File: config.mk
export PLATFORM = sky130hd
export DESIGN_NAME = bitslam_multi
export DESIGN_NICKNAME = d
export VERILOG_FILES = /design/src/rtl/bitslam_pkg.sv /design/src/rtl/bitslam_voice.sv /design/src/rtl/bitslam_multi.sv
export SDC_FILE = /design/constraint.sdc
export NUM_CORES = 1
export LEC_CHECK = 0
export BUFFER_PORTS_ARGS = -buffer_cell sky130_fd_sc_hd__buf_4
export CAP_MARGIN = 20
export CORE_UTILIZATION = 65
export CTS_BUF_LIST = sky130_fd_sc_hd__clkbuf_8
export CTS_CLUSTER_SIZE = 10
export DETAILED_ROUTE_END_ITERATION = 8
export PLACE_DENSITY = 0.87
export SKIP_LAST_GASP = 1
export SYNTH_ARGS = -nofsm -noshare
export SYNTH_HDL_FRONTEND = slang
export SYNTH_SLANG_ARGS = --single-unit
File: constraint.sdc
create_clock -name clk -period 4.4 [get_ports clk]
set_input_delay 0.88 -clock clk [delete_from_list [all_inputs] [get_ports clk]]
set_output_delay 0.88 -clock clk [all_outputs]
set_load 0.02 [all_outputs]
File: src/rtl/bitslam_pkg.sv
// bitslam_pkg: register map, LFSR tap positions and output sizing shared by the bitslam blocks
package bitslam_pkg;
   localparam logic [1:0] REG_DIV = 2'd0;
   localparam logic [1:0] REG_TAP = 2'd1;
   localparam logic [1:0] REG_VOL = 2'd2;
   localparam logic [1:0] REG_LEN = 2'd3;
   localparam int REGS_PER_VOICE = 4;
   localparam int TAP_POS [4] = '{1, 4, 6, 9};
   localparam int LFSR_SEED = 1;
   function automatic int out_width(input int vol_w, input int voices);
      return vol_w + $clog2(voices);
   endfunction
endpackage

File: src/rtl/bitslam_voice.sv
// bitslam_voice: one LFSR voice with clock divider, tap mask, volume and one-shot length gate
module bitslam_voice
   import bitslam_pkg::*;
#(
   parameter int LFSR_WIDTH = 10,
   parameter int VOL_WIDTH  = 3
) (
   input  logic                 clk,
   input  logic                 rst_n,
   input  logic                 we,
   input  logic [1:0]           offset,
   input  logic [5:0]           data,
   input  logic                 frame,
   output logic [VOL_WIDTH-1:0] sample,
   output logic                 active
);
   logic [5:0]            div, cnt, len;
   logic [3:0]            mask;
   logic [VOL_WIDTH-1:0]  vol;
   logic [LFSR_WIDTH-1:0] lfsr;
   logic                  fb, tick, len_we;
   always_comb begin
      fb = 1'b0;
      for (int i = 0; i < 4; i++) fb ^= mask[i] & |((lfsr >> TAP_POS[i]) & LFSR_WIDTH'(1));
   end
   assign tick   = cnt >= div;
   assign len_we = we && offset == REG_LEN;
   assign sample = (lfsr[0] && active) ? vol : '0;
   always_ff @(posedge clk or negedge rst_n) begin
      if (!rst_n) begin
         div    <= '0;
         cnt    <= '0;
         len    <= '0;
         mask   <= '0;
         vol    <= '0;
         lfsr   <= LFSR_WIDTH'(LFSR_SEED);
         active <= 1'b1;
      end else begin
         cnt <= tick ? '0 : cnt + 6'd1;
         // an all-zero LFSR is a dead state, so it reseeds instead of shifting
         if (tick) lfsr <= (lfsr == '0) ? LFSR_WIDTH'(LFSR_SEED) : {lfsr[LFSR_WIDTH-2:0], fb};
         if (we && offset == REG_DIV) div <= data;
         if (we && offset == REG_TAP) mask <= data[3:0];
         if (we && offset == REG_VOL) vol <= data[VOL_WIDTH-1:0];
         if (len_we) begin
            len    <= data;
            active <= 1'b1;
         end else if (frame && len != '0) begin
            len <= len - 6'd1;
            if (len == 6'd1) active <= 1'b0;
         end
      end
   end
endmodule

File: src/rtl/bitslam_multi.sv
// bitslam_multi: multi-voice LFSR synth with pin-style address/data write port and summing mixer
module bitslam_multi
   import bitslam_pkg::*;
#(
   parameter int NUM_VOICES = 4,
   parameter int LFSR_WIDTH = 10,
   parameter int VOL_WIDTH  = 3,
   parameter int FRAME_DIV  = 256,
   parameter int AUTO_INC   = 1
) (
   input  logic                                         clk,
   input  logic                                         rst_n,
   input  logic                                         sel,
   input  logic [5:0]                                   bus,
   output logic [out_width(VOL_WIDTH, NUM_VOICES)-1:0] audio_out,
   output logic [NUM_VOICES-1:0]                        voice_active
);
   localparam int OW = out_width(VOL_WIDTH, NUM_VOICES);
   localparam int PW = $clog2(FRAME_DIV);
   localparam logic [5:0] LAST = 6'(REGS_PER_VOICE * NUM_VOICES - 1);
   logic [5:0]           addr;
   logic [PW-1:0]        pre;
   logic                 frame;
   logic [OW-1:0]        sum;
   logic [VOL_WIDTH-1:0] sample [NUM_VOICES];
   assign frame = pre == PW'(FRAME_DIV - 1);
   always_comb begin
      sum = '0;
      for (int i = 0; i < NUM_VOICES; i++) sum += OW'(sample[i]);
   end
   always_ff @(posedge clk or negedge rst_n) begin
      if (!rst_n) begin
         addr      <= '0;
         pre       <= '0;
         audio_out <= '0;
      end else begin
         pre       <= frame ? '0 : pre + PW'(1);
         audio_out <= sum;
         // unmapped addresses also wrap to 0 so a stray write cannot strand the pointer
         if (!sel) addr <= bus;
         else if (AUTO_INC != 0) addr <= (addr >= LAST) ? '0 : addr + 6'd1;
      end
   end
   for (genvar g = 0; g < NUM_VOICES; g++) begin : g_v
      bitslam_voice #(
         .LFSR_WIDTH(LFSR_WIDTH),
         .VOL_WIDTH (VOL_WIDTH)
      ) u_voice (
         .clk   (clk),
         .rst_n (rst_n),
         .we    (sel && addr[5:2] == 4'(g)),
         .offset(addr[1:0]),
         .data  (bus),
         .frame (frame),
         .sample(sample[g]),
         .active(voice_active[g])
      );
   end
endmodule

Word-level counts from Yosys, hierarchy flattened
Index checks and enable logic that the tools add are counted.
- $add $sub $neg: 13
- magnitude comparators: 5
- eq/ne operators: 11
- muxes and demuxes: 35
- bitwise operators: 28
- reduce and logical (&&, ||, !) cells: 50
- operators by type and width (cell ; number):
    6-bit two-way mux ; 14
    10-bit logical NOT ; 4
    10-bit two-way mux ; 4
    6-bit by 1-bit adder with 6-bit output (second input constant) ; 5
    1-bit logical AND ; 28
    6-bit by 1-bit == test with 1-bit output (second input constant) ; 4
    6-bit greater-or-equal comparator ; 4
    6-bit nonzero test ; 4
    6-bit by 1-bit subtractor with 6-bit output (second input constant) ; 4
    1-bit AND ; 16
    2-bit nonzero test ; 8
    1-bit two-way mux ; 12
    3-bit two-way mux ; 4
    1-bit XOR ; 12
    8-bit by 1-bit adder with 8-bit output (second input constant) ; 1
    4-bit by 2-bit == test with 1-bit output (second input constant) ; 2
    8-bit == test (second input constant) ; 1
    8-bit two-way mux ; 1
    2-bit AND reduction ; 4
    6-bit by 4-bit greater-or-equal comparator with 1-bit output (second input constant) ; 1
    4-bit by 3-bit adder with 5-bit output ; 1
    5-bit by 3-bit adder with 5-bit output ; 1
    3-bit by 3-bit adder with 4-bit output ; 1
    2-bit == test (second input constant) ; 2
    4 further kinds ; 4
- register bits after elaboration: 163
- input bits: 9

Depth between registers and ports, before layout
Gate-level depths: netlist (run 1).
- depth in word-level cells: 5
- depth in mapped cells: 8
- mapped depth without buffers: 8

Cells and area by module
A second synthesis (run 1) with hierarchy kept.
- cell total of the unflattened synthesis: 710
- area, all modules: 8046.5 um2
- by module, submodules not included (module ; instances ; cells an instance ; area an instance (um2)):
    bitslam_voice at g_v[1].u_voice ... ; 3 ; 156 ; 1762.9
    bitslam_voice at g_v[0].u_voice ; 1 ; 156 ; 1765.4
    bitslam_multi ; 1 ; 86 ; 992.2

Worst setup path before layout (run 1)
OpenSTA, ideal clock, no wires.
- path type: register to register
- start: register g_v[1].u_voice.lfsr[0]
- end: register audio_out[3]
- library setup time: 0.123 ns
- arrival time: 2.385 ns
- data required time: 4.277 ns
- path slack: 1.892 ns
- cell stages (with the launch flop): 8
- cell sequence: dfstp_2 > and3_1 > fa_1 > fa_1 > ha_1 > inv_1 > fa_1 > xnor2_1
- longest elaborated chain between the ends: 5
- RTL lines (item ; RTL line ; text):
    start: declaration ; bitslam_voice.sv:20 ; logic [LFSR_WIDTH-1:0] lfsr;
    start signal: assignment ; bitslam_voice.sv:36 ; lfsr <= LFSR_WIDTH'(LFSR_SEED);
    start signal: assignment ; bitslam_voice.sv:41 ; if (tick) lfsr <= (lfsr == '0) ? LFSR_WIDTH'(LFSR_SEED) : {lfsr[LFSR_WIDTH-2:0], fb};
    1-bit logical AND ; bitslam_voice.sv:28 ; assign sample = (lfsr[0] && active) ? vol : '0;
    3-bit two-way mux ; bitslam_voice.sv:28 ;
    3-bit by 3-bit adder with 4-bit output ; bitslam_multi.sv:29 ; for (int i = 0; i < NUM_VOICES; i++) sum += OW'(sample[i]);
    4-bit by 3-bit adder with 5-bit output ; bitslam_multi.sv:29 ;
    5-bit by 3-bit adder with 5-bit output ; bitslam_multi.sv:29 ;
    via sum[3] ; bitslam_multi.sv:24 ; logic [OW-1:0] sum;
    end signal: assignment ; bitslam_multi.sv:38 ; audio_out <= sum;
    end: declaration ; bitslam_multi.sv:15 ; output logic [out_width(VOL_WIDTH, NUM_VOICES)-1:0] audio_out,
The timed path passes the listed nets, and every way through them passes these cells.
A chain may end at the register's enable or synchronous reset.

Final worst setup path (run 1)
- start: register g_v[0].u_voice.lfsr[0]
- end: register audio_out[3]
- longest elaborated chain between the ends: 5
- RTL lines (item ; RTL line):
    start: declaration ; bitslam_voice.sv:20
    start signal: assignment ; bitslam_voice.sv:36
    start signal: assignment ; bitslam_voice.sv:41
    1-bit logical AND ; bitslam_voice.sv:28
    3-bit two-way mux ; bitslam_voice.sv:28
    3-bit by 3-bit adder with 4-bit output ; bitslam_multi.sv:29
    4-bit by 3-bit adder with 5-bit output ; bitslam_multi.sv:29
    5-bit by 3-bit adder with 5-bit output ; bitslam_multi.sv:29
    via sum[3] ; bitslam_multi.sv:24
The timed path passes the listed nets, and every way through them passes these cells.

==> flow_metrics.py, run 1 <==
metrics = {
    "run_status": {
        "outcome": "finished clean",
    },
    "synth": {
        "synth_top_area_cell": "dfrtp_1",
        "synth_top_family_by_area": "simple AND/OR/NAND/NOR gates",
        "synthSimpleGateAreaFrac": 0.142,
        "async_flop_share": 1.00,
        "synth_common_cells": "dfrtp_1 (155), nand2_1 (102), nor2_1 (69)",
        "synth_edf_count": 0,
        "synthMuxAreaShare": 0.0715,
        "syn_inst": 765,
        "synth_xor_area_frac": 0.0451,
        "synth_top_area_share": 0.487,
        "yosysMostFrequentCell": "dfrtp_1",
        "ys_ff_latch": 163,
        "synthFlopType": "dfrtp_1",
        "avgSynthCellArea_um2": 10.4,
        "synth_area_mm2": 0.00796,
        "yosys_warnings": 0,
        "synth_compound_area_frac": 0.0948,
        "synth_nets": 829,
        "synth_area_leaders": "dfrtp_1 (49%), ha_1 (7.7%), mux2_2 (6.6%), nand2_1 (4.8%), o21ai_0 (3.7%)",
        "ys_seq_area_frac": 0.514,
        "yosysUniqueCellTypes": 47,
        "yosys.area_share.adder": 0.0921,
    },
    "cts": {
        "cts_tree": "yes",
        "cts.repair.resized": 0,
        "worst_skew_pair.late_latency_ps": 460,
        "cts_hold_buffers": 0,
        "cts_root_buffer": "clkbuf_8",
        "cts_buffers": 17,
        "cts_setup_buffers": 0,
        "path_clk_slew_ps": 80,
        "htreeDepth": 4,
        "cts_buffer_depth": 2,
        "numClockSinks": 163,
    },
    "routing": {
        "vias": 5530,
        "vias_per_cell": 5.85,
        "drt-wirelength-per-cell_um": 16.4,
        "first_pass_iters": 5,
        "detail-route-antenna-nets": 0,
        "finalWirelength_mm": 15.6,
        "initialDrtViolationCount": 365,
        "drc_errors": 0,
    },
    "timing": {
        "slew_violations": 0,
        "hold_violations": 0,
        "tightest_slew_ps": 881,
        "setup_viol": 0,
        "finClkSkew_ps": 14.3,
        "max_slew_margin": 0.409,
        "min_period_over_period": 0.601,
        "tns_ps": 0,
        "timing.fmax_mhz": 378,
        "finalCriticalPeriod_ps": 2640,
        "hold_ws_ps": 486,
        "rsz0062_at_grt": "no",
    },
    "floorplanning": {
        "start_util": 0.666,
        "die_y_um": 113,
        "die_area_mm2": 0.0127,
        "die_width_um": 113,
        "rows": 40,
        "ios": 18,
        "core-area_mm2": 0.0120,
    },
    "cells_and_area": {
        "area_growth_pct": 7.65,
        "fillCellCount": 808,
        "stdcell_area_mm2": 0.00857,
        "stdcell_count": 946,
        "fin_util": 0.717,
        "nets": 850,
        "drive_gt1_frac": 0.149,
        "antennaDiodeCount": 0,
    },
    "run": {
        "cap_violations": 0,
    },
    "power": {
        "power_density_mw_per_mm2": 593,
        "peakVddDrop_v": 0.000338,
        "p_leak_nw": 4.00,
    },
    "worst_setup_path": {
        "start_kind": "flop",
        "cp-end-kind": "flop",
        "reg2reg_slack_ps": 1760,
        "critPathMaxFanout": 6,
        "critPathArrivalTime_ps": 2990,
        "r2r-end": "audio_out[3]",
        "r2r_start": "g_v[0].u_voice.lfsr[0]",
        "setup.worst_path.class": "reg -> reg",
        "reg2reg_depth": 7,
        "cp.required_ps": 4750,
    },
    "grt": {
        "grt_max_degree": 97,
        "grt_overflow_total": 0,
        "antenna_found_initial": 0,
        "grt_pass1_wl_mm": 27.1,
        "grt_pass1_vias": 5790,
        "track_usage": 0.277,
    },
    "placed_design": {
        "placed_area_mm2": 0.00822,
        "gp_congestion": 0.849,
        "dp_hpwl_mm": 10.8,
        "dp.cells": 914,
        "port_buffers": 17,
    },
    "min_path": {
        "min_path_type": "in -> async",
    },
}
## sequential cells by signal (all words and copies together) (netlist names)
register	cells
g_v.u_voice.vol	12
g_v.u_voice.div	24
g_v.u_voice.len	24
g_v.u_voice.active	4
pre	8
g_v.u_voice.cnt	24
g_v.u_voice.lfsr	40
g_v.u_voice.mask	16
audio_out	5
addr	6
## how the worst max path moves through the flow
stage	from	end	slack (ps)	cells past startpoint
2_1_floorplan	g_v[1].u_voice.lfsr[0]	audio_out[3]	1890	7
3_3_place_gp	g_v[1].u_voice.lfsr[0]	audio_out[2]	1840	7
3_5_place_dp	g_v[1].u_voice.lfsr[0]	audio_out[3]	1750	7
4_1_cts	g_v[1].u_voice.lfsr[0]	audio_out[3]	1750	7
5_1_grt	g_v[2].u_voice.lfsr[0]	audio_out[3]	1640	7
6_report	g_v[0].u_voice.lfsr[0]	audio_out[3]	1760	7
## per-stage QoR
step	power, W	worst slack, ps
floorplan	0.00363	1890
detailed placement	0.00414	1750
global route	0.00545	1640
global placement	0.00396	1840
CTS	0.00511	1750
finish	0.00508	1760
## worst max-delay path, cell delays in order, from the launching register on
cell     delay (ps)
dfstp_2         600
and3_1          200
fa_1            420
fa_1            570
ha_1            180
inv_1            60
fa_1            370
xnor2_1         130
## layout make-up
cell class	instances	area (um^2)	area share
Timing Repair Buffer	23	189	0.0220
Inverter	57	214	0.0250
Sequential cell	163	4090	0.477
Clock buffer	21	289	0.0337
Tap cell	147	184	0.0215
Multi-Input combinational cell	524	3540	0.414
Clock inverter	11	62.6	0.00730
## routing by layer
layer  vias to the layer above  routed length, um  global-route usage
met4                         0                331               0.110
met2                       138               8010               0.477
met5                         -                  0                   0
li1                       2637                  -                   -
met3                        30                720              0.0621
met1                      2725               6490               0.341
## cell usage in the layout, fill, tap and decap left out, types with 7 or more instances in the layout
| cell | count |
|---|---|
| nand3_1 | 34 |
| dfrtp_1 | 155 |
| a21o_1 | 7 |
| nand2_1 | 102 |
| a21oi_1 | 26 |
| nor4_1 | 12 |
| dfstp_2 | 8 |
| clkbuf_8 | 21 |
| mux2_2 | 47 |
| a31oi_1 | 7 |
| nor2_1 | 69 |
| xor2_1 | 15 |
| ha_1 | 49 |
| inv_1 | 59 |
| xnor2_1 | 26 |
| buf_4 | 21 |
| o21ai_0 | 59 |
## logic make-up (layout without fill, tap and decap cells)
logic type                 after synthesis  in the layout
DFF                                    163            163
AOI/OAI and AO/OA                      126            126
muxes                                   51             51
and+or+nand+nor                        251            251
buffers and inverters                   78            112
xor gates and xnor gates                41             41
adders and majority gates               55             55
## power by group
group / switching, W / internal, W / total, W
logic: 0.000879 / 0.000844 / 0.00172
clock network: 0.000530 / 0.000441 / 0.000971
registers: 0.000388 / 0.00200 / 0.00239
total: 0.00180 / 0.00329 / 0.00508
No activity file was read; power rests on OpenSTA's default activity.
==> inputs of run 2 (changes only) <==
CORE_UTILIZATION = 59   (was 65)
PLACE_DENSITY = 0.84   (was 0.87)
clock period = 2.2 ns   (was 4.4 ns; I/O delays follow)
==> run 2 against run 1 <==
The run now ends with setup timing left. Core utilization decreased by 4.5 points. Worst setup slack got worse by 2100 ps. Worst hold slack worse by 280 ps. Cell count increased by 5.2%. Clock power rose by 120%. Combinational power rose by 110%. Final area increased by 3.3%. Flip-flop and latch count did not move. Via count up 1.1%.
==> flow_metrics.py, run 2 (synthesis gave the netlist of run 1 again) <==
metrics = {
    "floorplanning": {
        "die_width_um": 118,
        "die_area_mm2": 0.0140,
        "start_util": 0.604,
        "rows": 42,
        "ios": 18,
        "core-area_mm2": 0.0132,
        "die_y_um": 118,
    },
    "power": {
        "power_density_mw_per_mm2": 1190,
        "p_leak_nw": 4.14,
        "p_seq_frac": 0.450,
        "peakVddDrop_v": 0.000599,
        "power.switching_w": 0.00364,
        "clkPwrFrac": 0.201,
        "combinationalPowerShare": 0.350,
        "p_int_w": 0.00693,
        "swShare": 0.344,
    },
    "placed_design": {
        "dp.cells": 961,
        "gp_congestion": 0.846,
        "dp_hpwl_mm": 11.2,
        "placed_area_mm2": 0.00841,
        "port_buffers": 17,
    },
    "min_path": {
        "min_path_type": "in -> reg",
    },
    "timing": {
        "min_period_over_period": 1.17,
        "rsz0062_at_grt": "yes",
        "timing.fmax_mhz": 388,
        "hold_ws_ps": 203,
        "tightest_slew_ps": 667,
        "finClkSkew_ps": 8.58,
        "max_slew_margin": 0.555,
        "finalCriticalPeriod_ps": 2580,
        "setup_viol": 3,
        "fin_ws_ps": -379,
        "hold_violations": 0,
        "slew_violations": 0,
    },
    "routing": {
        "first_pass_iters": 5,
        "initialDrtViolationCount": 389,
        "drt-wirelength-per-cell_um": 15.9,
        "detail-route-antenna-nets": 0,
        "vias": 5591,
        "drc_errors": 0,
        "finalWirelength_mm": 15.8,
        "vias_per_cell": 5.62,
    },
    "cells_and_area": {
        "top_register": "g_v.u_voice.lfsr",
        "fillCellCount": 949,
        "drive_gt1_frac": 0.171,
        "multi_input_comb_area_mm2": 0.00359,
        "layout_common_cells": "dfrtp_1 (155), nand2_1 (102), nor2_1 (69)",
        "stdcell_count": 995,
        "nets": 870,
        "stdcell_area_mm2": 0.00886,
        "layout.cells.most_common": "dfrtp_1",
        "area_growth_pct": 11.2,
        "regArea_mm2": 0.00409,
        "largest_reg_flops": 40,
        "antennaDiodeCount": 0,
    },
    "grt": {
        "grt_pass1_vias": 5834,
        "grt_pass1_wl_mm": 27.1,
        "track_usage": 0.249,
        "grt_max_degree": 56,
        "grt_overflow_total": 0,
        "antenna_found_initial": 0,
    },
    "cts": {
        "cts_buffer_depth": 2,
        "cts_tree": "yes",
        "cts_buffers": 17,
        "cts_root_buffer": "clkbuf_8",
        "path_clk_slew_ps": 80,
        "numClockSinks": 163,
        "htreeDepth": 4,
        "worst_skew_pair.late_latency_ps": 460,
    },
    "worst_setup_path": {
        "setup.worst_path.class": "reg -> reg",
        "max_stage_delay_ps": 580,
        "cp-end-kind": "flop",
        "cp.required_ps": 2570,
        "slowest_stage": "dfstp_2",
        "critPathMaxFanout": 4,
        "start_kind": "flop",
        "critPathArrivalTime_ps": 2940,
        "critical_path.cell_chain": "and3_4, fa_1, fa_1, ha_2, inv_2, fa_2, inv_2",
    },
    "run": {
        "cap_violations": 0,
    },
    "run_status": {
        "outcome": "complete, but fails checks",
        "violations": "setup timing",
    },
}
## run 2: cell types whose count changed in the layout (fill, tap and decap cells not counted), sizes merged
cell and change:
inv +5, clkinvlp -1, buf +19, dlygate4sd3 +1, clkinv -6, bufinv +2
## run 2: worst max-delay path, delay by kind of cell, from the launching register on
family,cells,cell delay (ps)
adder cells (fa/ha/maj),4,1630
flip-flops,1,580
AND/OR/NAND/NOR,1,210
buffers and inverters,2,70
## run 2: per-layer routing
metal / wire length, um / global-route usage / up-vias
met2: 8140 / 0.428 / 109
met1: 6610 / 0.298 / 2758
met3: 551 / 0.0473 / 42
met4: 535 / 0.131 / 0
met5: 0 / 0 / -
li1: - / - / 2682
## run 2: timing repair
action,CTS,global route
endpoints found under the hold margin,37,0
hold buffers,1,0
buffers inserted,1,0
pin swaps,3,2
gates resized for setup,3,4
endpoints found under the setup margin,21,18
## run 2: worst paths after layout
check | startpoint | endpoint | slack (ps) | cells past startpoint
max in group asynchronous | rst_n | g_v[0].u_voice.div[0] | 1100 | 3
min reg2reg | g_v[1].u_voice.div[1] | g_v[1].u_voice.div[1] | 480 | 2
min in group asynchronous | rst_n | g_v[0].u_voice.cnt[4] | 450 | 2
min | sel | addr[0] | 200 | 2
max | g_v[0].u_voice.active | audio_out[2] | -380 | 7
max reg2reg | g_v[0].u_voice.active | audio_out[2] | -380 | 7
## run 2: area by class of cell
type,count,area share
clock buffers,21,0.0326
clock inverters,11,0.0109
inverters,57,0.0242
multi-input cells,524,0.406
flip-flops and latches,163,0.462
well taps,176,0.0249
repair buffers,43,0.0400
## run 2: metrics by stage
step	setup slack, ps	total power [W]	utilization	setup TNS [ps]
final	-379	0.0106	0.671	-1080
after global routing	-439	0.0113	0.671	-1260
after CTS	-352	0.0105	0.670	-1030
after detailed placement	-363	0.00834	0.638	-1040
after global placement	-290	0.00803	0.638	-814
after floorplan	-257	0.00727	-	-764
## run 2: power groups by stage
stage / Clock [W] / Sequential, W / Combinational [W]
4_1_cts: 0.00214 / 0.00474 / 0.00367
3_3_place_gp: 0 / 0.00470 / 0.00333
5_1_grt: 0.00228 / 0.00488 / 0.00414
6_report: 0.00212 / 0.00475 / 0.00369
3_5_place_dp: 0 / 0.00478 / 0.00356
2_1_floorplan: 0 / 0.00463 / 0.00265
==> inputs of run 3 (changes only) <==
ABC_CLOCK_PERIOD_IN_PS = 2200   (was default)
CELL_PAD_IN_SITES_DETAIL_PLACEMENT = 0   (was default)
CELL_PAD_IN_SITES_GLOBAL_PLACEMENT = 2   (was default)
CORE_UTILIZATION = 39   (was 59)
PLACE_DENSITY = 0.83   (was 0.84)
==> run 3 against run 2 <==
The run still ends with setup timing left. Cell count rose by 9.5%. Clock-buffer cell count fell by 2. Via count fell by 3.3%. Flip-flop and latch count did not move. Global-route usage fell by 7.6 points. Combinational power fell by 3%. Non-clock buffer count rose by 6. Sequential power fell by 0.8%. Critical path type unchanged. Wire length rose by 2.4%. Worst setup slack improved by 67 ps. Clock power fell by 3%.
==> flow_metrics.py, run 3 (synthesis gave the netlist of run 1 again) <==
metrics = {
    "timing": {
        "finalCriticalPeriod_ps": 2510,
        "slew_violations": 0,
        "min_period_over_period": 1.14,
        "rsz0062_at_grt": "yes",
        "setup_viol": 3,
        "fin_ws_ps": -312,
        "tightest_slew_ps": 671,
        "max_slew_margin": 0.552,
        "hold_violations": 0,
        "timing.fmax_mhz": 398,
        "finClkSkew_ps": 13.7,
        "tns_ps": -896,
    },
    "routing": {
        "drc_errors": 0,
        "first_pass_iters": 4,
        "initialDrtViolationCount": 261,
        "vias": 5408,
        "finalWirelength_mm": 16.2,
        "vias_per_cell": 4.96,
        "detail-route-antenna-nets": 0,
        "drt-wirelength-per-cell_um": 14.9,
    },
    "worst_setup_path": {
        "critical_path.cell_chain": "and3_4, fa_1, fa_1, ha_2, inv_2, fa_1, xnor2_1",
        "reg2reg_depth": 7,
        "slowest_stage": "dfstp_2",
        "start_kind": "flop",
        "setup.worst_path.class": "reg -> reg",
        "cp_num_buf_inv": 1,
        "r2r-end": "audio_out[3]",
        "critPathMaxFanout": 4,
        "reg2reg_slack_ps": -310,
        "cp.required_ps": 2550,
        "critPathArrivalTime_ps": 2860,
        "r2r_start": "g_v[1].u_voice.lfsr[0]",
        "cp-end-kind": "flop",
        "cp_common_cell": "fa_1",
        "max_stage_delay_ps": 570,
        "critPathTopFamily": "adder cells",
    },
    "floorplanning": {
        "die_width_um": 145,
        "die_y_um": 145,
        "rows": 51,
        "die_area_mm2": 0.0210,
        "start_util": 0.404,
        "core-area_mm2": 0.0197,
        "ios": 18,
    },
    "cells_and_area": {
        "nets": 876,
        "top_register": "g_v.u_voice.lfsr",
        "antennaDiodeCount": 0,
        "regArea_mm2": 0.00409,
        "fillCellCount": 1883,
        "layout_common_cells": "dfrtp_1 (155), nand2_1 (102), nor2_1 (69)",
        "drive_gt1_frac": 0.182,
        "area_growth_pct": 12.9,
        "fin_util": 0.456,
        "largest_reg_flops": 40,
        "stdcell_area_mm2": 0.00899,
        "layout.cells.most_common": "dfrtp_1",
        "multi_input_comb_area_mm2": 0.00358,
        "stdcell_count": 1090,
    },
    "run": {
        "cap_violations": 0,
    },
    "min_path": {
        "hp-start": "sel",
        "min_path_type": "in -> reg",
        "hold_end": "addr[0]",
        "min_path_cells": 2,
    },
    "power": {
        "swShare": 0.355,
        "combinationalPowerShare": 0.346,
        "p_leak_nw": 4.13,
        "power_density_mw_per_mm2": 1150,
        "p_int_w": 0.00667,
        "peakVddDrop_v": 0.000395,
        "clkPwrFrac": 0.198,
        "power.switching_w": 0.00366,
        "p_seq_frac": 0.456,
    },
    "cts": {
        "cts_root_buffer": "clkbuf_8",
        "htreeDepth": 4,
        "worst_skew_pair.late_latency_ps": 460,
        "cts_buffer_depth": 2,
        "cts_buffers": 17,
        "cts_tree": "yes",
        "numClockSinks": 163,
        "path_clk_slew_ps": 90,
    },
    "grt": {
        "track_usage": 0.173,
        "grt_max_degree": 57,
        "grt_overflow_total": 0,
        "grt_pass1_vias": 5400,
        "antenna_found_initial": 0,
        "grt_pass1_wl_mm": 27.6,
    },
    "placed_design": {
        "port_buffers": 17,
        "gp_congestion": 0.852,
        "dp.cells": 1056,
        "placed_area_mm2": 0.00858,
        "dp_hpwl_mm": 11.6,
    },
    "run_status": {
        "outcome": "complete, but fails checks",
        "violations": "setup timing",
    },
}
==> run 3: cell count changes in the layout (fill, tap and decap cells not counted), sizes merged <==
cell,change
clkinv,+5
clkinvlp,+1
clkbuf,-2
buf,+6
bufinv,-2
inv,-2
==> run 3: layout make-up <==
class	count	share of cell area
clock inverter	13	0.0114
tap	265	0.0369
inverter	57	0.0238
clock buffer	19	0.0291
sequential	163	0.455
multi-input combinational	524	0.398
timing repair buffer	49	0.0458
==> run 3: power groups by stage <==
stage / Clock, W / Sequential [W] / Combinational (W)
after floorplan: 0 / 0.00463 / 0.00265
after global placement: 0 / 0.00473 / 0.00343
after detailed placement: 0 / 0.00477 / 0.00357
after CTS: 0.00211 / 0.00472 / 0.00362
after global routing: 0.00224 / 0.00486 / 0.00408
final: 0.00205 / 0.00471 / 0.00357
==> run 3: timing repair <==
action | CTS | global route
hold buffers | 1 | 0
buffers inserted | 0 | 1
gates resized for setup | 2 | 2
endpoints found under the setup margin | 12 | 18
pin swaps | 1 | 1
hold endpoints to repair | 43 | 0
==> run 3: routing by layer <==
metal / vias up / share of wire / GRT usage
li1: 2696 / - / -
met1: 2662 / 0.47 / 0.223
met2: 35 / 0.50 / 0.294
met3: 15 / 0.020 / 0.0303
met4: 0 / 0.012 / 0.0598
met5: - / 0 / 0
==> run 3: worst max path at each step <==
stage	slack (ps)	start	cells past startpoint	endpoint
after floorplan	-260	g_v[2].u_voice.lfsr[0]	7	audio_out[3]
after global placement	-270	g_v[2].u_voice.lfsr[0]	7	audio_out[2]
after detailed placement	-320	g_v[1].u_voice.lfsr[0]	7	audio_out[3]
after CTS	-330	g_v[1].u_voice.lfsr[0]	7	audio_out[3]
after global routing	-400	g_v[1].u_voice.active	7	audio_out[3]
final	-310	g_v[1].u_voice.lfsr[0]	7	audio_out[3]
==> run 3: through the flow <==
stage | total power, W | hold slack (ps) | worst slack [ps]
6_report | 0.0103 | 217 | -312
5_1_grt | 0.0112 | 192 | -398
4_1_cts | 0.0105 | 193 | -332
3_5_place_dp | 0.00834 | 457 | -315
3_3_place_gp | 0.00816 | 458 | -275
2_1_floorplan | 0.00727 | 144 | -257
